## config.mk

```make
export PLATFORM = sky130hd
export DESIGN_NAME = fetch_unit
export DESIGN_NICKNAME = d
export VERILOG_FILES = /design/src/rtl/fetch_unit.sv
export SDC_FILE = /design/constraint.sdc
export NUM_CORES = 2
export LEC_CHECK = 0
export BUFFER_PORTS_ARGS = -buffer_cell sky130_fd_sc_hd__buf_2
export CORE_ASPECT_RATIO = 0.5
export CORE_MARGIN = 10
export CORE_UTILIZATION = 56
export DETAILED_ROUTE_END_ITERATION = 10
export PLACE_DENSITY = 0.74
export SLEW_MARGIN = 40
export SYNTH_ARGS = -nofsm -noshare
export SYNTH_HDL_FRONTEND = slang
export SYNTH_SLANG_ARGS = --single-unit
```

## constraint.sdc

```tcl
create_clock -name clk -period 4 [get_ports clk]
set_clock_uncertainty 0.05 [all_clocks]
set_input_delay 0.4 -clock clk [delete_from_list [all_inputs] [get_ports clk]]
set_output_delay 0.4 -clock clk [all_outputs]
set_load 0.01 [all_outputs]
```

## src/rtl/fetch_unit.sv

```systemverilog
// Instruction fetch stage: PC register, word-addressed instruction memory, and the
// IF/ID pipeline register feeding decode. Redirects from MEM take priority over stalls.
module fetch_unit #(
    parameter int          IMEM_DEPTH = 64,
    parameter logic [31:0] RESET_PC   = 32'h0000_0000
) (
    input  logic                          clk,
    input  logic                          reset,
    input  logic                          stall,
    input  logic                          pcsrc,
    input  logic [31:0]                   branch_target,
    input  logic                          imem_we,
    input  logic [$clog2(IMEM_DEPTH)-1:0] imem_waddr,
    input  logic [31:0]                   imem_wdata,
    output logic [31:0]                   pc,
    output logic [31:0]                   if_id_ir,
    output logic [31:0]                   if_id_npc,
    output logic                          if_id_valid,
    output logic [31:0]                   fetch_count
);

    localparam int AW = $clog2(IMEM_DEPTH);

    typedef struct packed {
        logic [31:0] ir;
        logic [31:0] npc;
        logic        valid;
    } if_id_t;

    logic [31:0] imem [IMEM_DEPTH];
    logic [31:0] fetch_word;
    logic [31:0] pc_plus4;
    logic [31:0] pc_next;
    logic [31:0] count_q;
    logic [31:0] count_next;
    if_id_t      if_id_q;
    if_id_t      if_id_next;

    // Target bits [1:0] are always forced to zero on a redirect.
    logic unused_target_bits;
    assign unused_target_bits = ^branch_target[1:0];

    // PC bits above the index are dropped, so fetches wrap around the memory.
    assign fetch_word = imem[pc[AW+1:2]];
    assign pc_plus4   = pc + 32'd4;

    always_comb begin
        pc_next    = pc;
        if_id_next = if_id_q;
        count_next = count_q;
        if (pcsrc) begin
            pc_next          = {branch_target[31:2], 2'b00};
            if_id_next.ir    = 32'h0000_0000;
            if_id_next.npc   = 32'h0000_0000;
            if_id_next.valid = 1'b0;
        end else if (!stall) begin
            pc_next          = pc_plus4;
            if_id_next.ir    = fetch_word;
            if_id_next.npc   = pc_plus4;
            if_id_next.valid = 1'b1;
            count_next       = count_q + 32'd1;
        end
    end

    // NOTE: sequential state uses non-blocking assignments so every register samples
    // pre-edge values; blocking here would let one register see another's new value.
    always_ff @(posedge clk or posedge reset) begin
        if (reset) begin
            pc      <= RESET_PC;
            if_id_q <= '0;
            count_q <= '0;
        end else begin
            pc      <= pc_next;
            if_id_q <= if_id_next;
            count_q <= count_next;
        end
    end

    // NOTE: the memory array is deliberately left out of reset so its contents survive
    // a reset and it maps onto plain RAM. A same-edge write is seen by the next read only,
    // so a colliding fetch gets the old word.
    always_ff @(posedge clk) begin
        if (imem_we && !reset) begin
            imem[imem_waddr] <= imem_wdata;
        end
    end

    assign if_id_ir    = if_id_q.ir;
    assign if_id_npc   = if_id_q.npc;
    assign if_id_valid = if_id_q.valid;
    assign fetch_count = count_q;

endmodule

```

==> impl_metrics.tcl <==
set metrics [dict create \
    status "finished, final reports clean" \
    wire_per_inst_um 31.3 \
    drc 0 \
    synth-seq-cells 2174 \
    port_buffers 199 \
    clock_sinks 2174 \
    initial_utilization 0.565 \
    cts_tree "yes" \
    cap_violations 0 \
    final-hold-violation-count 0 \
    cp_data_arrival_time_ns 4.32 \
    r2r_start "pc[2]" \
    stdcell_count 6703 \
    nets 4628 \
    crit_end "if_id_ir[18]" \
    die_h_um 294 \
    synth_top_family_by_area "multiplexers" \
    grt_pass1_wl_mm 306 \
    synth_area_leaders "edfxtp_1 73%, mux4_2 11%, dfrtp_1 3.8%, mux2i_1 3.1%, a22oi_1 0.67%" \
    vdd_ir_drop_max_uv 342 \
    min_path_type "in -> reg" \
    reg2reg_setup_slack_ns 0.33 \
    overflow 0 \
    synth_xor_area_frac 0.00886 \
    relSlewSlack 0.385 \
    fmax_ghz 0.272 \
    yosys.area_share.simple 0.0320 \
    yosysTopAreaCellShare 0.732 \
    core-area_um2 149000 \
    cts_root_buffer "clkbuf_16" \
    min_period_over_period 0.918 \
    synth.distinct_cells 58 \
    async_flop_share 0.0580 \
    maxSlewViolCount 0 \
    max_slew.worst_pin.slew_ns 0.923 \
    grt_max_degree 110 \
    synth_flop_cell "edfxtp_1" \
    first_global_vias 44266 \
    grt_setup_unrepaired "no" \
    synth_compound_area_frac 0.0351 \
    postCtsSetupBuffers 0 \
    dp_hpwl_mm 122 \
    fp.dieW_um 568 \
    syn2layout_area_growth_pct 13.2 \
    seq_area_frac_synth 0.769 \
    startpoint "pc[2]" \
    cts.path.max_buffers 3 \
    power.leakage_uw 0.0309 \
    h-tree-depth 4 \
    start_kind "flop" \
    yosysWarnings 0 \
    period_needed_ns 3.67 \
    vias 44249 \
    fillCellCount 9617 \
    cp-end-kind "flop" \
    rr_endpoint "if_id_ir[18]" \
    path_clk_slew_ns 0.08 \
    finalSetupViolCount 0 \
    gp_congestion 0.833 \
    drt_iter0_drc 6520 \
    synth_mux_area_frac 0.142 \
    critical_path_required_ns 4.65 \
    synth_area_um2 84100 \
    numCtsBuffers 180 \
    avgSynthCellArea_um2 20.1 \
    num_io_pins 204 \
    finalPower_uw 47200 \
    wirelength_mm 210 \
    antenna_left 0 \
    power_density_nw_per_um2 497 \
    grt_usage 0.249 \
    critPathKind "reg -> reg" \
    vias_per_cell 6.60 \
    dp_cells 6318 \
    reg2regPathDepth 8 \
    synthAdderAreaFrac 0.000298 \
    critical_path.max_fanout 22 \
    firstDrtPassIters 8 \
    synthesis.instances 4175 \
    totalNegativeSetupSlack_ns 0 \
    die-area_um2 167000 \
    antenna_found_initial 23 \
    rows 100 \
    synth_edf_count 2048 \
    layout-drive-gt1-share 0.256 \
    clk_latency_ns 0.82 \
    synth_top_cell_by_area "edfxtp_1" \
]
-- cell families (layout without fill, tap and decap cells) --
kind of cell	count (synthesis)	after routing
DFF	2174	2174
AOI/OAI and AO/OA	424	424
muxes	694	694
other	1	10
xor gates and xnor gates	85	85
and+or+nand+nor	545	545
adders and majority gates	2	2
buffers and inverters	250	780
-- cell type report --
cell class / count / area [µm²] / share of cell area
sequential: 2174 / 64700 / 0.680
multi-input combinational: 1752 / 18900 / 0.199
clock buffer: 234 / 4860 / 0.0511
timing repair buffer: 434 / 3210 / 0.0337
tap: 1989 / 2490 / 0.0262
clock inverter: 103 / 925 / 0.00972
inverter: 9 / 38.8 / 0.000408
antenna: 8 / 20.0 / 0.000210
-- critical path, stage by stage, from the launching register on --
cell and delay, ns:
dfrtp_4 0.77, buf_4 0.49, buf_4 0.37, mux4_2 0.55, mux2i_1 0.17, nor2_1 0.07, nor4_2 0.75, buf_4 0.24
a211oi_1 0.05
-- metrics by stage --
| step | worst slack [ns] | instance area (µm²) | hold slack, ns | util |
|---|---|---|---|---|
| detailed placement | 0.336 | 88900 | 0.401 | 0.597 |
| CTS | 0.314 | 95100 | 0.0322 | 0.638 |
| global placement | -0.0984 | 88800 | 0.394 | 0.596 |
| global route | 0.155 | 95100 | 0.0684 | 0.639 |
| floorplan | -0.180 | 84100 | 0.449 | - |
| finish | 0.329 | 95100 | 0.0635 | 0.639 |
-- routing by layer --
layer | part of all wire | track usage | vias to the layer above
li1 | - | - | 17910
met2 | 0.46 | 0.380 | 2972
met1 | 0.38 | 0.363 | 22994
met5 | 0.00017 | 0 | -
met4 | 0.027 | 0.0711 | 6
met3 | 0.13 | 0.0601 | 367
-- cells in the mapped netlist (5+ instances only) --
| cell type | number |
|---|---|
| edfxtp_1 | 2048 |
| mux4_2 | 396 |
| mux2i_1 | 263 |
| nand2_1 | 144 |
| nor2_1 | 133 |
| dfrtp_1 | 126 |
| clkbuf_1 | 119 |
| a22oi_1 | 75 |
| o22ai_1 | 70 |
| buf_2 | 68 |
| xnor2_1 | 64 |
| nor2b_1 | 63 |
| nand3_1 | 57 |
| a21oi_1 | 56 |
| a211oi_1 | 51 |
| buf_1 | 46 |
| o21ai_0 | 41 |
| mux2_2 | 35 |
| nor4_1 | 25 |
| o211ai_1 | 24 |
| xor2_1 | 21 |
| and3_1 | 20 |
| nand2b_1 | 19 |
| a31oi_1 | 18 |
| or2_2 | 18 |
| a221oi_1 | 16 |
| a2111oi_0 | 15 |
| a22o_1 | 15 |
| nand4_1 | 15 |
| o311ai_0 | 15 |
| nor3_1 | 14 |
| o22a_1 | 9 |
| buf_4 | 8 |
| a41oi_1 | 7 |
| inv_1 | 7 |
| o221a_2 | 7 |
| and2_1 | 6 |
| and4_1 | 5 |
-- report_power, final --
| group | internal (µW) | total (µW) | switching, µW |
|---|---|---|---|
| logic | 1800 | 4420 | 2610 |
| registers | 25100 | 25400 | 278 |
| clock network | 9350 | 17400 | 8090 |
-- placed cells by master, fill, tap and decap left out, types with 57 or more instances in the layout --
cell type / Yosys / layout
a22oi_1: 75 / 75
buf_2: 68 / 176
buf_4: 8 / 197
clkbuf_16: 0 / 183
dfrtp_1: 126 / 122
edfxtp_1: 2048 / 2048
mux2i_1: 263 / 263
mux4_2: 396 / 396
nand2_1: 144 / 140
nand3_1: 57 / 57
nor2_1: 133 / 66
nor2_4: 0 / 67
nor2b_1: 63 / 62
o22ai_1: 70 / 70
xnor2_1: 64 / 64
-- state kept, by name (all words and copies together), names as in the netlist --
name / count
if_id_valid: 1
if_id_npc: 31
imem: 2048
if_id_ir: 32
fetch_count: 32
pc: 30
-- worst min path at each step --
| stage | to | cells after the start | slack (ns) | startpoint |
|---|---|---|---|---|
| floorplan | imem[0][0] | 0 | 0.45 | imem_wdata[0] |
| global placement | if_id_ir[25] | 2 | 0.39 | reset |
| detailed placement | if_id_ir[28] | 2 | 0.40 | reset |
| CTS | imem[46][1] | 1 | 0.03 | imem_wdata[1] |
| global route | imem[34][6] | 1 | 0.07 | imem_wdata[6] |
| finish | imem[35][0] | 1 | 0.06 | imem_wdata[0] |
-- repair_timing --
| item | 4_1_cts | 5_1_grt |
|---|---|---|
| resized for setup | 0 | 0 |
| hold endpoints to repair | 144 | 0 |
| hold buffers | 37 | 0 |
Note: power is estimated with default switching activity, not from simulation.
